==> src/rtl/ctrl_pkg.sv <==
// Shared types for the control sequencer: state codes, opcodes and ALU selects.
// The JPZ state exists only when CTRL_JPZ_EN is defined.
package ctrl_pkg;

  typedef enum logic [3:0] {
    ST_INIT   = 4'd0,
    ST_FETCH  = 4'd1,
    ST_DECODE = 4'd2,
    ST_NOOP   = 4'd3,
    ST_LOAD_A = 4'd4,
    ST_LOAD_B = 4'd5,
    ST_STORE  = 4'd6,
    ST_ADD    = 4'd7,
    ST_SUB    = 4'd8,
`ifdef CTRL_JPZ_EN
    ST_JPZ    = 4'd9,
`endif
    ST_HALT   = 4'd10
  } state_e;

  typedef enum logic [3:0] {
    OP_NOOP  = 4'd0,
    OP_STORE = 4'd1,
    OP_LOAD  = 4'd2,
    OP_ADD   = 4'd3,
    OP_SUB   = 4'd4,
    OP_HALT  = 4'd5,
    OP_JPZ   = 4'd6
  } opcode_e;

  localparam logic [2:0] ALU_PASS_A = 3'd0;
  localparam logic [2:0] ALU_ADD    = 3'd1;
  localparam logic [2:0] ALU_SUB    = 3'd2;

endpackage

==> src/rtl/instr_reg.sv <==
// 16-bit instruction register with synchronous clear and load enable.
// Exposes the opcode and the operand fields used by the sequencer.
module instr_reg
  import ctrl_pkg::*;
(
  input  logic        clk,
  input  logic        clr,
  input  logic        ld_i,
  input  logic [15:0] d_i,
  output opcode_e     op_o,
  output logic [3:0]  ra_o,
  output logic [3:0]  rb_o,
  output logic [3:0]  w_o,
  output logic [7:0]  imm_o,
  output logic [7:0]  laddr_o
);

  logic [15:0] ir_q;
  logic [15:0] ir_d;

  always_comb begin
    ir_d = ld_i ? d_i : ir_q;
  end

  always_ff @(posedge clk) begin
    if (clr) ir_q <= '0;
    else     ir_q <= ir_d;
  end

  assign op_o    = opcode_e'(ir_q[15:12]);
  assign ra_o    = ir_q[11:8];
  assign rb_o    = ir_q[7:4];
  assign w_o     = ir_q[3:0];
  assign imm_o   = ir_q[7:0];
  assign laddr_o = ir_q[11:4];

endmodule

==> src/rtl/control_sequencer.sv <==
// Multi-cycle instruction sequencer: fetch, decode and per-opcode execute states.
// Define CTRL_JPZ_EN to add the conditional relative jump (opcode 0110).
//
// state   | meaning
// INIT    | PC cleared, waiting for reset release
// FETCH   | IR <= im_q, PC advances by one
// DECODE  | pick execute state from IR[15:12]
// NOOP    | no operation
// LOAD_A  | present data-memory address IR[11:4]
// LOAD_B  | write memory data into register IR[3:0]
// STORE   | write register IR[11:8] to memory IR[7:0]
// ADD/SUB | IR[3:0] <= IR[11:8] +/- IR[7:4]
// JPZ     | branch by IR[7:0] when register IR[11:8] is zero
// HALT    | parked until clr
module control_sequencer
  import ctrl_pkg::*;
(
  input  logic              clk,
  input  logic              clr,
  input  logic [15:0]       im_q,
  input  logic              ra_zero,
  output logic              pc_clr,
  output logic signed [7:0] pc_up,
  output logic [7:0]        d_addr,
  output logic              d_wr,
  output logic              rf_s,
  output logic [3:0]        rf_w_addr,
  output logic              rf_w_wr,
  output logic [3:0]        rf_ra_addr,
  output logic              rf_ra_rd,
  output logic [3:0]        rf_rb_addr,
  output logic              rf_rb_rd,
  output logic [2:0]        alu_s,
  output logic [3:0]        state,
  output logic              halted
);

  state_e     state_q;
  state_e     state_d;
  opcode_e    op;
  logic [3:0] f_ra;
  logic [3:0] f_rb;
  logic [3:0] f_w;
  logic [7:0] f_imm;
  logic [7:0] f_laddr;
  logic       ir_ld;

  assign ir_ld = (state_q == ST_FETCH);

  instr_reg u_ir (
    .clk     (clk),
    .clr     (clr),
    .ld_i    (ir_ld),
    .d_i     (im_q),
    .op_o    (op),
    .ra_o    (f_ra),
    .rb_o    (f_rb),
    .w_o     (f_w),
    .imm_o   (f_imm),
    .laddr_o (f_laddr)
  );

`ifndef CTRL_JPZ_EN
  logic unused_ra_zero;
  assign unused_ra_zero = ra_zero;
`endif

  always_ff @(posedge clk) begin
    if (clr) state_q <= ST_INIT;
    else     state_q <= state_d;
  end

  always_comb begin
    state_d    = state_q;
    pc_clr     = 1'b0;
    pc_up      = 8'sd0;
    d_addr     = 8'd0;
    d_wr       = 1'b0;
    rf_s       = 1'b0;
    rf_w_addr  = 4'd0;
    rf_w_wr    = 1'b0;
    rf_ra_addr = 4'd0;
    rf_ra_rd   = 1'b0;
    rf_rb_addr = 4'd0;
    rf_rb_rd   = 1'b0;
    alu_s      = ALU_PASS_A;
    halted     = 1'b0;

    case (state_q)
      ST_INIT: begin
        pc_clr  = 1'b1;
        state_d = ST_FETCH;
      end
      ST_FETCH: begin
        pc_up   = 8'sd1;
        state_d = ST_DECODE;
      end
      ST_DECODE: begin
        case (op)
          OP_STORE: state_d = ST_STORE;
          OP_LOAD:  state_d = ST_LOAD_A;
          OP_ADD:   state_d = ST_ADD;
          OP_SUB:   state_d = ST_SUB;
          OP_HALT:  state_d = ST_HALT;
`ifdef CTRL_JPZ_EN
          OP_JPZ:   state_d = ST_JPZ;
`endif
          default:  state_d = ST_NOOP;
        endcase
      end
      ST_NOOP: state_d = ST_FETCH;
      ST_LOAD_A: begin
        d_addr  = f_laddr;
        state_d = ST_LOAD_B;
      end
      ST_LOAD_B: begin
        d_addr    = f_laddr;
        rf_s      = 1'b1;
        rf_w_addr = f_w;
        rf_w_wr   = 1'b1;
        state_d   = ST_FETCH;
      end
      ST_STORE: begin
        d_addr     = f_imm;
        rf_ra_addr = f_ra;
        rf_ra_rd   = 1'b1;
        alu_s      = ALU_PASS_A;
        d_wr       = 1'b1;
        state_d    = ST_FETCH;
      end
      ST_ADD, ST_SUB: begin
        rf_ra_addr = f_ra;
        rf_ra_rd   = 1'b1;
        rf_rb_addr = f_rb;
        rf_rb_rd   = 1'b1;
        rf_w_addr  = f_w;
        rf_w_wr    = 1'b1;
        alu_s      = (state_q == ST_ADD) ? ALU_ADD : ALU_SUB;
        state_d    = ST_FETCH;
      end
`ifdef CTRL_JPZ_EN
      ST_JPZ: begin
        rf_ra_addr = f_ra;
        rf_ra_rd   = 1'b1;
        // PC already advanced past the jump in FETCH, hence the -1
        pc_up      = ra_zero ? $signed(f_imm - 8'd1) : 8'sd0;
        state_d    = ST_FETCH;
      end
`endif
      ST_HALT: halted = 1'b1;
      default: state_d = ST_INIT;
    endcase
  end

  assign state = state_q;

endmodule

==> config.mk <==
export PLATFORM = sky130hd
export DESIGN_NAME = control_sequencer
export DESIGN_NICKNAME = d
export VERILOG_FILES = /design/src/rtl/ctrl_pkg.sv /design/src/rtl/instr_reg.sv /design/src/rtl/control_sequencer.sv
export SDC_FILE = /design/constraint.sdc
export NUM_CORES = 1
export LEC_CHECK = 0
export CAP_MARGIN = 5
export CORE_MARGIN = 2
export CORE_UTILIZATION = 40
export DETAILED_ROUTE_END_ITERATION = 6
export GPL_ROUTABILITY_DRIVEN = 0
export PLACE_DENSITY = 0.81
export RECOVER_POWER = 100
export SYNTH_ARGS = -nofsm -noshare
export SYNTH_HDL_FRONTEND = slang
export SYNTH_SLANG_ARGS = --single-unit
==> constraint.sdc <==
create_clock -name clk -period 1.9 [get_ports clk]
set_clock_uncertainty 0.1 [all_clocks]
set_input_delay 0.285 -clock clk [delete_from_list [all_inputs] [get_ports clk]]
set_output_delay 0.285 -clock clk [all_outputs]
set_load 0.01 [all_outputs]
# --- After elaboration in Yosys (flattened, before gate mapping) ---
# Index checks and enable logic that the tools add are counted.
word_totals:
  register_bits: 20
  inputBits: 19
  output_inout_bits: 42
  wordCells: 38
op_classes:
  n_eq_ne: 14
  n_mux: 16
  reduce_logical: 6
ops:
  columns: ["cell", "n"]
  rows:
  - ["$pmux W4 S5", 2]
  - ["$eq A4 B3 Y1 const B", 6]
  - ["$eq A4 B2 Y1 const B", 4]
  - ["$pmux W8 S2", 1]
  - ["$mux W4", 3]
  - ["$eq A4 B1 Y1 const B", 2]
  - ["$eq A4 B4 Y1 const B", 2]
  - ["$mux W1", 8]
  - ["$reduce_or A3 Y1", 2]
  - ["$reduce_or A6 Y1", 1]
  - ["$logic_not A4 Y1", 1]
  - ["$mux W2", 2]
  - ["$reduce_or A2 Y1", 2]

# --- Depth between registers and ports, before layout ---
depth:
  ltp_word: 3
  depth_mapped: 6
  depth_no_buf: 4

# --- Hierarchy ---
# A second synthesis with hierarchy kept.
unflattened:
  cells_unflattened: 159
  area_unflattened_um2: 1325.0
by_module_without_submodules:
  columns: ["module", "instances", "cells_per_inst", "area_per_inst_um2", "seq_area_each_um2"]
  rows:
  - ["instr_reg", 1, 68, 700.7, 320.3]
  - ["control_sequencer", 1, 91, 624.3, 80.1]

# --- Worst setup path before layout ---
# No wires, ideal clock.
synth_timing:
  path_type: "register to output"
  startpoint: "register state_q[3] (netlist: state[3])"
  endpoint: "output rf_rb_addr[0]"
  t_arrival_ps: 1391
  t_required_ps: 1515
  slack_ps: 124
  stages_incl_launch_ff: 5
  path_buffers: 1
  path_cell_list: "dfxtp_1 > buf_2 > nor4b_2 > a31o_2 > and2_1"
synth_between:
  elab_chain_cells: 3
  word_cells_on_any_way: 4
  classes_between: "eq/ne: 2; mux: 1; reduce/logical: 1"
synth_rtl:
  columns: ["element", "line", "source"]
  rows:
  - ["start: declaration", "control_sequencer.sv:38", "state_e state_q;"]
  - ["start signal: assignment", "control_sequencer.sv:70", "else state_q <= state_d;"]
  - ["$eq A4 B3 Y1 / $eq A4 B4 Y1 (equally long branches)", "control_sequencer.sv:89", "case (state_q)"]
  - ["$reduce_or A2 Y1 *", null, null]
  - ["$mux W4 *", "control_sequencer.sv:89", null]
  - ["end: declaration", "control_sequencer.sv:31", "output logic [3:0] rf_rb_addr,"]
# Mark *: on every way between the ends. The rest lies on a longest branch, timed or not.

# --- Worst setup path after layout ---
layout_timing:
  startpoint: "register state_q[1] (netlist: state[1])"
  endpoint: "output rf_ra_addr[3]"
layout_between:
  elab_chain_cells: 3
  word_cells_on_any_way: 5
  classes_between: "eq/ne: 3; mux: 1; reduce/logical: 1"
layout_rtl:
  columns: ["element", "line", "source"]
  rows:
  - ["$eq A4 B3 Y1 / $eq A4 B4 Y1 (equally long branches)", "control_sequencer.sv:89", null]
  - ["$reduce_or A3 Y1 (no line) *", null, null]
  - ["$mux W4 *", "control_sequencer.sv:89", null]
  - ["end: declaration", "control_sequencer.sv:29", "output logic [3:0] rf_ra_addr,"]
# Marks and branches as above.

==> results.ini <==
[global_route]
antenna_found_initial = 0
grt_pass1_wl_mm = 5.471
track_usage = 0.2021
grt_pass1_vias = 1178
overflow = 0
grt_max_degree = 17

[finish]
drive_gt1_frac = 0.4391
fillers = 265
antenna_cells = 0
layout_commonest_cell = nand2_1
fin_util = 0.6496
syn2layout_area_growth_pct = 57.11
mostFrequentLayoutCells = nand2_1 (25), clkdlybuf4s50_1 (21), buf_4 (21)
fin_nets = 251

[clock_network]
cts_tree = built
holdBufCountCts = 0
root_buffer = clkbuf_4
numCtsBuffers = 3
clkLatencyLatePin_ps = 300
clk_pin_slew_worst_paths_ps = 110
cts.sinks = 20
clockBufferDepth = 2
h-tree-depth = 1

[power_and_ir_drop]
seqPwrFrac = 0.345
ir_drop_v = 0.0009649
leakagePower_nw = 0.8572
total_power_mw = 1.954
p_switching_uw = 805.0
pwr-share-clk = 0.104
p_int_mw = 1.150
comb_power_share = 0.551
power_density_mw_per_mm2 = 1010
sw_frac_of_total = 0.4119

[synthesis]
synth_edf_count = 0
synthArstFlopShare = 0
ys_seq_elements = 20
syn-cell-area_mm2 = 0.001231
syn_inst = 161
yosysWarnings = 0
syn_avg_cell_area_um2 = 7.647
synthFlopType = dfxtp_1
ys_types = 33
ys_seq_area_frac = 0.3252

[route]
top_layer = met4
wl_met2_mm = 1.699
drc = 0
drt_iter0_drc = 59
routed-via-count = 1315
wl_met1_mm = 1.484
wirelength_mm = 3.404
wl_met3_um = 162
viasPerCell = 5.000
wl_per_cell_um = 12.94
drt-pass1-iter-count = 4
ant_nets = 0

[die]
coreArea_mm2 = 0.002978
rows = 20
ios = 61
start_util = 0.4134
die_h_um = 59.48
die_area_mm2 = 0.003538
die_x_um = 59.48

[place]
dp_hpwl_mm = 2.356
port_buffers = 51
place_ws_ps = -167.5

[timing]
fin_crit_sh = 1.047
period_minus_slack_ps = 1989
final-setup-viol-count = 10
timing.fmax_mhz = 502.6
grt_setup_unrepaired = true
worst_slack_ps = -89.50
maxSlewViolCount = 0
hold_viol = 0

[worst_setup_path]
critical_path_class = flip-flop to primary output
crit_top_cell = buf_6
slowest_delay_ps = 380
worst_ep_required_time_ps = 1510
cp-start-kind = flip-flop
crit_slowest_cell = dfxtp_4
path_cells = nor4b_4, a21o_1, buf_6, buf_6, and2_4, buf_6
cp_max_fo = 4
worstPathArrival_ps = 1600
endpoint_kind = primary output

[status]
failed_checks = negative setup slack
status = finished with violations

[min_path]
hp-class = flip-flop to flip-flop

[run]
drv_cap = 0

## registers in the layout, summed over array words and instances, names as in the netlist
register	cells
state	4
u_ir.ir_q	16
## metrics by stage
step,instance area [um2],TNS (ps),std cells,hold slack [ps]
finish,1934,-591.8,263,380.8
global placement,1814,-1623,250,352.4
detailed placement,1814,-1908,250,359.2
floorplan,1257,0,168,311.9
CTS,1881,-657.8,262,376.3
global route,1934,-1490,263,403.8
## worst paths after layout
| kind | from | end | slack, ps | depth (start not counted) |
|---|---|---|---|---|
| setup / recovery | state[1] | rf_ra_addr[3] | -90 | 6 |
| hold / removal | u_ir.ir_q[11] | u_ir.ir_q[11] | 380 | 2 |
| setup reg to reg | state[2] | u_ir.ir_q[8] | 250 | 5 |
| hold reg to reg | u_ir.ir_q[11] | u_ir.ir_q[11] | 380 | 2 |
## cells in the mapped netlist (2+ instances only)
library cell	instances	share of area
nand2_1	25	0.076
dfxtp_1	20	0.33
a21oi_1	16	0.065
and2_1	12	0.061
nor2_1	12	0.037
buf_4	10	0.061
nor2b_1	10	0.051
a21oi_2	9	0.064
nand2_2	9	0.046
clkbuf_1	6	0.018
buf_2	4	0.016
nand2b_1	3	0.015
a21o_1	2	0.012
nor3_1	2	0.0081
nor3b_1	2	0.012
nor4_1	2	0.010
## worst max-delay path, delay by kind of cell (launching register included)
kind                   cells  cell delay [ps]
buffers and inverters      3              310
flip-flops                 1              380
AND/OR/NAND/NOR            2              460
AO/OA/AOI/OAI              1              150
## logic make-up (layout without fill, tap and decap cells)
logic type | Yosys count | in the layout | synth area share
simple gates | 82 | 82 | 0.3547
compound gates | 35 | 35 | 0.1911
buf+inv | 22 | 84 | 0.1189
flops | 20 | 20 | 0.3252
other cells | 1 | 8 | 0.003046
xor+xnor | 1 | 1 | 0.007115
## what timing repair did
item / in CTS / in global routing
pin swaps: 8 / 5
endpoints found under the setup margin: 30 / 25
buffers inserted: 9 / 3
gates resized for setup: 136 / 15
cloned: 0 / 1
## cell type report
cell class / instances / area (um2) / share of cell area
clock buffers: 3 / 22.52 / 0.01164
inverters: 1 / 8.758 / 0.004528
multi-input cells: 126 / 782.0 / 0.4043
flip-flops and latches: 20 / 410.4 / 0.2122
well taps: 33 / 41.29 / 0.02135
repair buffers: 80 / 669.4 / 0.3461
## layer usage
| layer | vias up | global-route usage |
|---|---|---|
| met4 | 0 | 0.06494 |
| met2 | 48 | 0.3485 |
| met5 | - | 0 |
| met1 | 605 | 0.2597 |
| met3 | 6 | 0.02402 |
| li1 | 656 | - |
## power by group through the flow
stage | combinational [mW] | clock, mW | sequential [mW]
global placement | 0.969 | 0 | 0.653
detailed placement | 0.983 | 0 | 0.659
floorplan | 0.688 | 0 | 0.635
CTS | 1.04 | 0.203 | 0.667
finish | 1.08 | 0.203 | 0.675
global route | 1.19 | 0.226 | 0.694
Note: power is estimated with default switching activity, not from simulation.
